<file path="config.mk">
export PLATFORM = sky130hd
export DESIGN_NAME = axi_ctrl_responder
export DESIGN_NICKNAME = d
export VERILOG_FILES = /design/src/rtl/ctrl_regs_pkg.sv /design/src/rtl/ctrl_regfile.sv /design/src/rtl/axi_ctrl_responder.sv
export SDC_FILE = /design/constraint.sdc
export NUM_CORES = 1
export LEC_CHECK = 0
export ABC_AREA = 0
export BUFFER_PORTS_ARGS = -buffer_cell sky130_fd_sc_hd__buf_2
export CAP_MARGIN = 20
export CORE_MARGIN = 4
export CORE_UTILIZATION = 45
export DETAILED_ROUTE_END_ITERATION = 10
export PLACE_DENSITY = 0.75
export SYNTH_ARGS = -nofsm -noshare
export SYNTH_HDL_FRONTEND = slang
export SYNTH_SLANG_ARGS = --single-unit
</file>
<file path="constraint.sdc">
create_clock -name clk_i -period 3.3 [get_ports clk_i]
set_clock_uncertainty 0.05 [all_clocks]
set_input_delay 0.66 -clock clk_i [delete_from_list [all_inputs] [get_ports clk_i]]
set_output_delay 0.66 -clock clk_i [all_outputs]
set_load 0.05 [all_outputs]
</file>
<file path="src/rtl/ctrl_regs_pkg.sv">
// ctrl_regs_pkg: shared offsets, AXI encodings, channel structs and FSM states for axi_ctrl_responder.
package ctrl_regs_pkg;
    localparam int unsigned IdW      = 6;
    localparam int unsigned AddrW    = 32;
    localparam int unsigned AxiDataW = 128;
    localparam int unsigned RegW     = 32;

    localparam int unsigned EocOffset      = 'h00;
    localparam int unsigned WakeUpOffset   = 'h04;
    localparam int unsigned Scratch0Offset = 'h08;
    localparam int unsigned Scratch1Offset = 'h0C;
    localparam int unsigned NumCoresOffset = 'h10;

    localparam logic [1:0] BurstFixed = 2'b00;
    localparam logic [1:0] BurstIncr  = 2'b01;
    localparam logic [1:0] BurstWrap  = 2'b10;

    localparam logic [1:0] RespOkay   = 2'b00;
    localparam logic [1:0] RespSlvErr = 2'b10;
    localparam logic [1:0] RespDecErr = 2'b11;

    typedef enum logic [1:0] {IDLE, WRITE, WRITE_RESP, READ} ctrl_state_e;

    typedef struct packed {
        logic [IdW-1:0]        aw_id;
        logic [AddrW-1:0]      aw_addr;
        logic [7:0]            aw_len;
        logic [2:0]            aw_size;
        logic [1:0]            aw_burst;
        logic                  aw_valid;
        logic [AxiDataW-1:0]   w_data;
        logic [AxiDataW/8-1:0] w_strb;
        logic                  w_last;
        logic                  w_valid;
        logic                  b_ready;
        logic [IdW-1:0]        ar_id;
        logic [AddrW-1:0]      ar_addr;
        logic [7:0]            ar_len;
        logic [2:0]            ar_size;
        logic [1:0]            ar_burst;
        logic                  ar_valid;
        logic                  r_ready;
    } ctrl_req_t;

    typedef struct packed {
        logic                aw_ready;
        logic                w_ready;
        logic [IdW-1:0]      b_id;
        logic [1:0]          b_resp;
        logic                b_valid;
        logic                ar_ready;
        logic [IdW-1:0]      r_id;
        logic [AxiDataW-1:0] r_data;
        logic [1:0]          r_resp;
        logic                r_last;
        logic                r_valid;
    } ctrl_resp_t;

    function automatic logic [AddrW-1:0] next_beat_addr(input logic [AddrW-1:0] addr,
                                                       input logic [2:0] size,
                                                       input logic [1:0] burst);
        return (burst == BurstIncr) ? addr + (AddrW'(1) << size) : addr;
    endfunction
endpackage

</file>
<file path="src/rtl/ctrl_regfile.sv">
// ctrl_regfile: control register decode, byte-strobe merge and read mux.
// CTRL_DECERR_EN makes unmapped offsets answer DECERR instead of OKAY.
module ctrl_regfile
    import ctrl_regs_pkg::*;
#(
    parameter int unsigned DataWidth   = 32,
    parameter int unsigned OffsetWidth = 12,
    parameter int unsigned NumCores    = 256
) (
    input  logic                   clk_i,
    input  logic                   rst_ni,
    input  logic                   wr_en,
    input  logic [OffsetWidth-1:0] wr_off,
    input  logic [DataWidth-1:0]   wr_data,
    input  logic [DataWidth/8-1:0] wr_strb,
    input  logic [OffsetWidth-1:0] rd_off,
    output logic [DataWidth-1:0]   rd_data,
    output logic [1:0]             wr_resp,
    output logic [1:0]             rd_resp,
    output logic [DataWidth-1:0]   eoc_o,
    output logic [DataWidth-1:0]   wake_up_o,
    output logic                   wake_up_valid_o
);
`ifdef CTRL_DECERR_EN
    localparam logic [1:0] UnmappedResp = RespDecErr;
`else
    localparam logic [1:0] UnmappedResp = RespOkay;
`endif
    localparam logic [OffsetWidth-1:0] OffEoc   = OffsetWidth'(EocOffset);
    localparam logic [OffsetWidth-1:0] OffWake  = OffsetWidth'(WakeUpOffset);
    localparam logic [OffsetWidth-1:0] OffScr0  = OffsetWidth'(Scratch0Offset);
    localparam logic [OffsetWidth-1:0] OffScr1  = OffsetWidth'(Scratch1Offset);
    localparam logic [OffsetWidth-1:0] OffCores = OffsetWidth'(NumCoresOffset);
    localparam logic [OffsetWidth-1:0] WordMask = ~OffsetWidth'(DataWidth/8-1);

    logic [DataWidth-1:0]   scratch0, scratch1;
    logic [OffsetWidth-1:0] wa, ra;

    assign wa = wr_off & WordMask;
    assign ra = rd_off & WordMask;

    function automatic logic [1:0] decode(input logic [OffsetWidth-1:0] off);
        return (off == OffEoc || off == OffWake || off == OffScr0 || off == OffScr1 || off == OffCores)
               ? RespOkay : UnmappedResp;
    endfunction

    function automatic logic [DataWidth-1:0] merge(input logic [DataWidth-1:0] old,
                                                   input logic [DataWidth-1:0] data,
                                                   input logic [DataWidth/8-1:0] strb);
        logic [DataWidth-1:0] r;
        r = old;
        for (int i = 0; i < DataWidth/8; i++)
            if (strb[i]) r[8*i +: 8] = data[8*i +: 8];
        return r;
    endfunction

    assign wr_resp = decode(wa);
    assign rd_resp = decode(ra);
    assign rd_data = (ra == OffEoc)   ? eoc_o :
                     (ra == OffScr0)  ? scratch0 :
                     (ra == OffScr1)  ? scratch1 :
                     (ra == OffCores) ? DataWidth'(NumCores) : '0;

    always_ff @(posedge clk_i or negedge rst_ni) begin
        if (!rst_ni) begin
            eoc_o           <= '0;
            scratch0        <= '0;
            scratch1        <= '0;
            wake_up_o       <= '0;
            wake_up_valid_o <= 1'b0;
        end else begin
            wake_up_valid_o <= wr_en && wa == OffWake;
            wake_up_o       <= (wr_en && wa == OffWake) ? wr_data : '0;
            if (wr_en && wa == OffEoc)  eoc_o    <= merge(eoc_o, wr_data, wr_strb);
            if (wr_en && wa == OffScr0) scratch0 <= merge(scratch0, wr_data, wr_strb);
            if (wr_en && wa == OffScr1) scratch1 <= merge(scratch1, wr_data, wr_strb);
        end
    end
endmodule

</file>
<file path="src/rtl/axi_ctrl_responder.sv">
// axi_ctrl_responder: AXI4 slave terminating the cluster control window, one beat at a time.
// Optional CTRL_DECERR_EN (in ctrl_regfile) returns DECERR for unmapped offsets.
module axi_ctrl_responder
    import ctrl_regs_pkg::*;
#(
    parameter int unsigned AxiIdWidth   = IdW,
    parameter int unsigned AxiAddrWidth = AddrW,
    parameter int unsigned AxiDataWidth = AxiDataW,
    parameter int unsigned DataWidth    = RegW,
    parameter int unsigned NumCores     = 256,
    parameter int unsigned OffsetWidth  = 12,
    parameter type         axi_req_t    = ctrl_req_t,
    parameter type         axi_resp_t   = ctrl_resp_t
) (
    input  logic                 clk_i,
    input  logic                 rst_ni,
    input  axi_req_t             axi_req_i,
    output axi_resp_t            axi_resp_o,
    output logic [DataWidth-1:0] eoc_o,
    output logic                 eoc_valid_o,
    output logic [DataWidth-1:0] wake_up_o,
    output logic                 wake_up_valid_o
);
    localparam int unsigned NumLanes = AxiDataWidth / DataWidth;
    localparam int unsigned ByteBits = $clog2(DataWidth / 8);

    ctrl_state_e             state, state_d;
    logic [AxiIdWidth-1:0]   id;
    logic [AxiAddrWidth-1:0] addr, nxt_addr, rd_addr;
    logic [7:0]              len, beat;
    logic [2:0]              size;
    logic [1:0]              burst, b_resp, r_resp, wr_resp, rd_resp, wr_resp_cur, rd_resp_cur;
    logic [AxiDataWidth-1:0] r_data, rd_place;
    logic [DataWidth-1:0]    rd_data;
    logic                    r_last, aw_hs, ar_hs, w_hs, r_hs, wr_en, w_done, rd_wrap;

    function automatic int lane_of(input logic [AxiAddrWidth-1:0] a);
        return int'((a >> ByteBits) % NumLanes);
    endfunction

    assign nxt_addr    = next_beat_addr(addr, size, burst);
    assign rd_addr     = (state == IDLE) ? axi_req_i.ar_addr : nxt_addr;
    assign rd_wrap     = ((state == IDLE) ? axi_req_i.ar_burst : burst) == BurstWrap;
    assign rd_place    = rd_wrap ? '0 : AxiDataWidth'(rd_data) << (lane_of(rd_addr) * DataWidth);
    assign rd_resp_cur = rd_wrap ? RespSlvErr : rd_resp;
    assign wr_resp_cur = (burst == BurstWrap) ? RespSlvErr : wr_resp;
    assign w_done      = axi_req_i.w_last || beat == len;
    assign aw_hs       = axi_resp_o.aw_ready && axi_req_i.aw_valid;
    assign ar_hs       = axi_resp_o.ar_ready && axi_req_i.ar_valid;
    assign w_hs        = axi_resp_o.w_ready && axi_req_i.w_valid;
    assign r_hs        = axi_resp_o.r_valid && axi_req_i.r_ready;
    assign wr_en       = w_hs && burst != BurstWrap;
    assign eoc_valid_o = eoc_o[0];

    ctrl_regfile #(
        .DataWidth  (DataWidth),
        .OffsetWidth(OffsetWidth),
        .NumCores   (NumCores)
    ) i_regfile (
        .clk_i          (clk_i),
        .rst_ni         (rst_ni),
        .wr_en          (wr_en),
        .wr_off         (addr[OffsetWidth-1:0]),
        .wr_data        (axi_req_i.w_data[lane_of(addr)*DataWidth +: DataWidth]),
        .wr_strb        (axi_req_i.w_strb[lane_of(addr)*(DataWidth/8) +: DataWidth/8]),
        .rd_off         (rd_addr[OffsetWidth-1:0]),
        .rd_data        (rd_data),
        .wr_resp        (wr_resp),
        .rd_resp        (rd_resp),
        .eoc_o          (eoc_o),
        .wake_up_o      (wake_up_o),
        .wake_up_valid_o(wake_up_valid_o)
    );

    always_ff @(posedge clk_i or negedge rst_ni) begin
        if (!rst_ni) state <= IDLE;
        else         state <= state_d;
    end

    // Write wins a simultaneous AW/AR; ready only follows a pending valid.
    always_comb begin
        state_d           = state;
        axi_resp_o        = '0;
        axi_resp_o.b_id   = id;
        axi_resp_o.b_resp = b_resp;
        axi_resp_o.r_id   = id;
        axi_resp_o.r_data = r_data;
        axi_resp_o.r_resp = r_resp;
        axi_resp_o.r_last = r_last;
        case (state)
            IDLE: begin
                axi_resp_o.aw_ready = axi_req_i.aw_valid;
                axi_resp_o.ar_ready = axi_req_i.ar_valid && !axi_req_i.aw_valid;
                state_d = axi_req_i.aw_valid ? WRITE : axi_req_i.ar_valid ? READ : IDLE;
            end
            WRITE: begin
                axi_resp_o.w_ready = 1'b1;
                state_d = (axi_req_i.w_valid && w_done) ? WRITE_RESP : WRITE;
            end
            WRITE_RESP: begin
                axi_resp_o.b_valid = 1'b1;
                state_d = axi_req_i.b_ready ? IDLE : WRITE_RESP;
            end
            READ: begin
                axi_resp_o.r_valid = 1'b1;
                state_d = (axi_req_i.r_ready && r_last) ? IDLE : READ;
            end
        endcase
    end

    always_ff @(posedge clk_i or negedge rst_ni) begin
        if (!rst_ni) begin
            id     <= '0;
            addr   <= '0;
            len    <= '0;
            size   <= '0;
            burst  <= '0;
            beat   <= '0;
            b_resp <= RespOkay;
            r_data <= '0;
            r_resp <= RespOkay;
            r_last <= 1'b0;
        end else if (aw_hs) begin
            id     <= axi_req_i.aw_id;
            addr   <= axi_req_i.aw_addr;
            len    <= axi_req_i.aw_len;
            size   <= axi_req_i.aw_size;
            burst  <= axi_req_i.aw_burst;
            beat   <= '0;
            b_resp <= RespOkay;
        end else if (ar_hs) begin
            id     <= axi_req_i.ar_id;
            addr   <= axi_req_i.ar_addr;
            len    <= axi_req_i.ar_len;
            size   <= axi_req_i.ar_size;
            burst  <= axi_req_i.ar_burst;
            beat   <= '0;
            r_data <= rd_place;
            r_resp <= rd_resp_cur;
            r_last <= axi_req_i.ar_len == 8'd0;
        end else if (w_hs) begin
            addr   <= nxt_addr;
            beat   <= beat + 8'd1;
            b_resp <= (wr_resp_cur > b_resp) ? wr_resp_cur : b_resp;
        end else if (r_hs && !r_last) begin
            addr   <= nxt_addr;
            beat   <= beat + 8'd1;
            r_data <= rd_place;
            r_resp <= rd_resp_cur;
            r_last <= beat + 8'd1 == len;
        end
    end
endmodule
</file>
==> out/metrics.cfg <==
[global_routing]
grt_pass1_wl_mm=65.02
grt_max_degree=113
grt_pass1_vias=11600
overflow=0
grt.total_usage_pct=24.60
grt_antenna_before_repair=3

[route]
vias_per_cell=5.658
wirelength_mm=43.38
ant_nets=0
drt_iter0_drc=619
routedWlPerCell_um=21.58
firstDrtPassIters=5
drc=0
via_count=11370

[floorplanning]
die_h_um=182.1
dieArea_mm2=0.03316
start_util_pct=45.77
row_count=63
ios=470
fp.coreArea_mm2=0.02980
die_x_um=182.1

[synth]
syn_inst=1161
synth.avg_cell_area_um2=11.75
ys_warn_count=0
ys_seq_area_share_pct=55.23
synthesis.area_mm2=0.01364
ys_types=66
synth_seq_cells=301
synth_edf_count=0
async_reset_ff_share_pct=100.0
ys.flop_type=dfrtp_1

[worst_setup_path]
start_kind=flop
crit_slowest_cell=dfrtp_2
critical_path_class=flop to flop
reg2reg_depth=15
r2r-start=size[2]$_DFFE_PN0P_
crit_path_end_kind=flop
cp.arrival_ps=3570
r2r_slack_ps=50
path_cells=buf_6, nor3b_2, ha_1, buf_4, a21o_1, a221oi_4, buf_6, mux2i_1, nor3_1, o221a_2, buf_4, nor2_4, buf_6, clkbuf_16, o21ai_1
r2r_end=r_data[31]$_DFFE_PN0P_
max_stage_delay_ps=440
cp.required_ps=3620
path_max_fanout=12
crit_top_cell=buf_6

[cts]
clockRootBuffer=clkbuf_16
cts_tree=built
cts.sinks=301
clock_latency_ps=510
cts-buffers-inserted=34
clk_pin_slew_ps=60
cts_hold_buf=0
h-tree-depth=2
cts_buffer_depth=3

[pwr]
ir_drop_mv=0.5059
powerDensity_mw_per_mm2=721.8
total_power_uw=12920
p_leak_uw=0.009130

[final_layout]
layout-drive-gt1-share_pct=43.89
design_area_mm2=0.01790
register_area_mm2=0.007538
syn2layout_area_growth_pct=31.26
nets=1860
multi_input_area_mm2=0.005771
diodes=0
nFillCells=2466
finish.utilization_pct=60.08

[sta]
slew-limit-headroom_pct=24.43
clock.fmax_mhz=307.6
finalCritPeriodShare_pct=98.52
drv_slew=0
tightest_slew_ps=1124
final_hold_viol_count=0
hold_slack_ps=191.3
finalSetupViolCount=0
rsz0062_at_grt=yes
fin_crit_ps=3251

[status]
status=completed

[job]
drv_cap=0

[placement]
hpwl_mm=29.87
io_buffers=423
placed_cell_area_mm2=0.01646
gp_congestion=0.8727

[worst_hold_path]
hold_path_class=input port to async pin

## cells in the mapped netlist, types with 11 or more instances
cell / instances / share of area [%]
dfrtp_1: 301 / 55
nand2_1: 112 / 3.1
mux2_2: 97 / 8.0
and2_1: 69 / 3.2
nand4_1: 69 / 3.2
clkbuf_1: 61 / 1.7
o21ai_1: 60 / 2.2
o21ai_0: 45 / 1.7
nor2_1: 33 / 0.91
a22o_1: 32 / 2.1
mux4_2: 32 / 5.3
a21oi_1: 23 / 0.84
mux2i_1: 23 / 1.7
nand3_1: 15 / 0.55
xnor2_1: 14 / 0.90
buf_2: 13 / 0.48
nor3_1: 12 / 0.44
buf_1: 11 / 0.30
xor2_1: 11 / 0.71
## worst max-delay path: cells and delay by family (launching register included)
family	cells	cell delay [ps]
multiplexers	1	190
AO/OA/AOI/OAI	4	890
adder cells (fa/ha/maj)	1	270
AND/OR/NAND/NOR	3	380
buffers and inverters	6	920
flip-flops	1	440
## final cells by class
type	count	share of cell area, %
flip-flops and latches	301	42.11
clock inverters	11	0.5731
multi-input cells	757	32.24
well taps	390	2.726
inverters	6	0.1328
repair buffers	496	16.64
clock buffers	49	5.578
## cells in the final DEF (no fill, tap or decap), types with 41 or more instances in the layout
| cell type | netlist | layout |
|---|---|---|
| buf_2 | 13 | 422 |
| dfrtp_1 | 301 | 298 |
| nand2_1 | 112 | 112 |
| mux2_2 | 97 | 97 |
| and2_1 | 69 | 69 |
| nand4_1 | 69 | 69 |
| o21ai_1 | 60 | 59 |
| o21ai_0 | 45 | 45 |
| buf_4 | 10 | 44 |
| clkbuf_16 | 0 | 41 |
## registers in the layout, summed over array words and instances (netlist names), 6 cells and up, named ones only
name                 count
beat                     8
addr                    10
i_regfile.eoc_o         32
r_data                 128
i_regfile.wake_up_o     32
i_regfile.scratch0      32
i_regfile.scratch1      32
id                       6
len                      8
## where the power goes
| part | internal [uW] | switching (uW) | total (uW) |
|---|---|---|---|
| combinational | 1820 | 3180 | 5000 |
| clock | 2190 | 1490 | 3690 |
| sequential | 3950 | 283 | 4230 |
| total | 7960 | 4960 | 12900 |
## how the worst max path moves through the flow
stage	endpoint	cells past startpoint	slack [ps]	start
final	r_data[31]$_DFFE_PN0P_	15	50	size[2]$_DFFE_PN0P_
after detailed placement	r_data[100]$_DFFE_PN0P_	12	-40	size[1]$_DFFE_PN0P_
after CTS	r_data[100]$_DFFE_PN0P_	11	5	size[1]$_DFFE_PN0P_
after global routing	r_data[18]$_DFFE_PN0P_	14	-70	size[2]$_DFFE_PN0P_
after global placement	r_data[114]$_DFFE_PN0P_	11	20	size[1]$_DFFE_PN0P_
after floorplan	r_data[0]$_DFFE_PN0P_	12	40	size[0]$_DFFE_PN0P_
## through the flow
stage	setup TNS (ps)	worst slack, ps	instances
CTS	0	4.948	1994
finish	0	48.80	2010
global placement	0	19.19	1934
detailed placement	-314.0	-40.74	1934
floorplan	0	42.34	1162
global route	-1197	-69.58	2010
## routing by layer
metal / track usage [%] / up-vias / routed length (um)
li1: - / 5084 / -
met1: 32.36 / 5634 / 17180
met2: 40.68 / 551 / 21040
met3: 5.760 / 97 / 3776
met4: 7.986 / 6 / 1350
met5: 0 / - / 34
## logic make-up after synthesis
| group | synth area share (%) |
|---|---|
| AOI/OAI and AO/OA | 9.835 |
| xor gates and xnor gates | 1.606 |
| DFF | 55.23 |
| and+or+nand+nor | 13.92 |
| buffers and inverters | 3.431 |
| muxes | 14.98 |
| other | 0.02750 |
| adders and majority gates | 0.9725 |
## repair_timing
| action | in CTS | in global routing |
|---|---|---|
| resized for setup | 1 | 25 |
| setup buffers | 0 | 9 |
| pin swaps | 0 | 15 |
| gates cloned | 0 | 7 |
| setup endpoints to repair | 24 | 96 |
(Power assumes the default switching activity.)
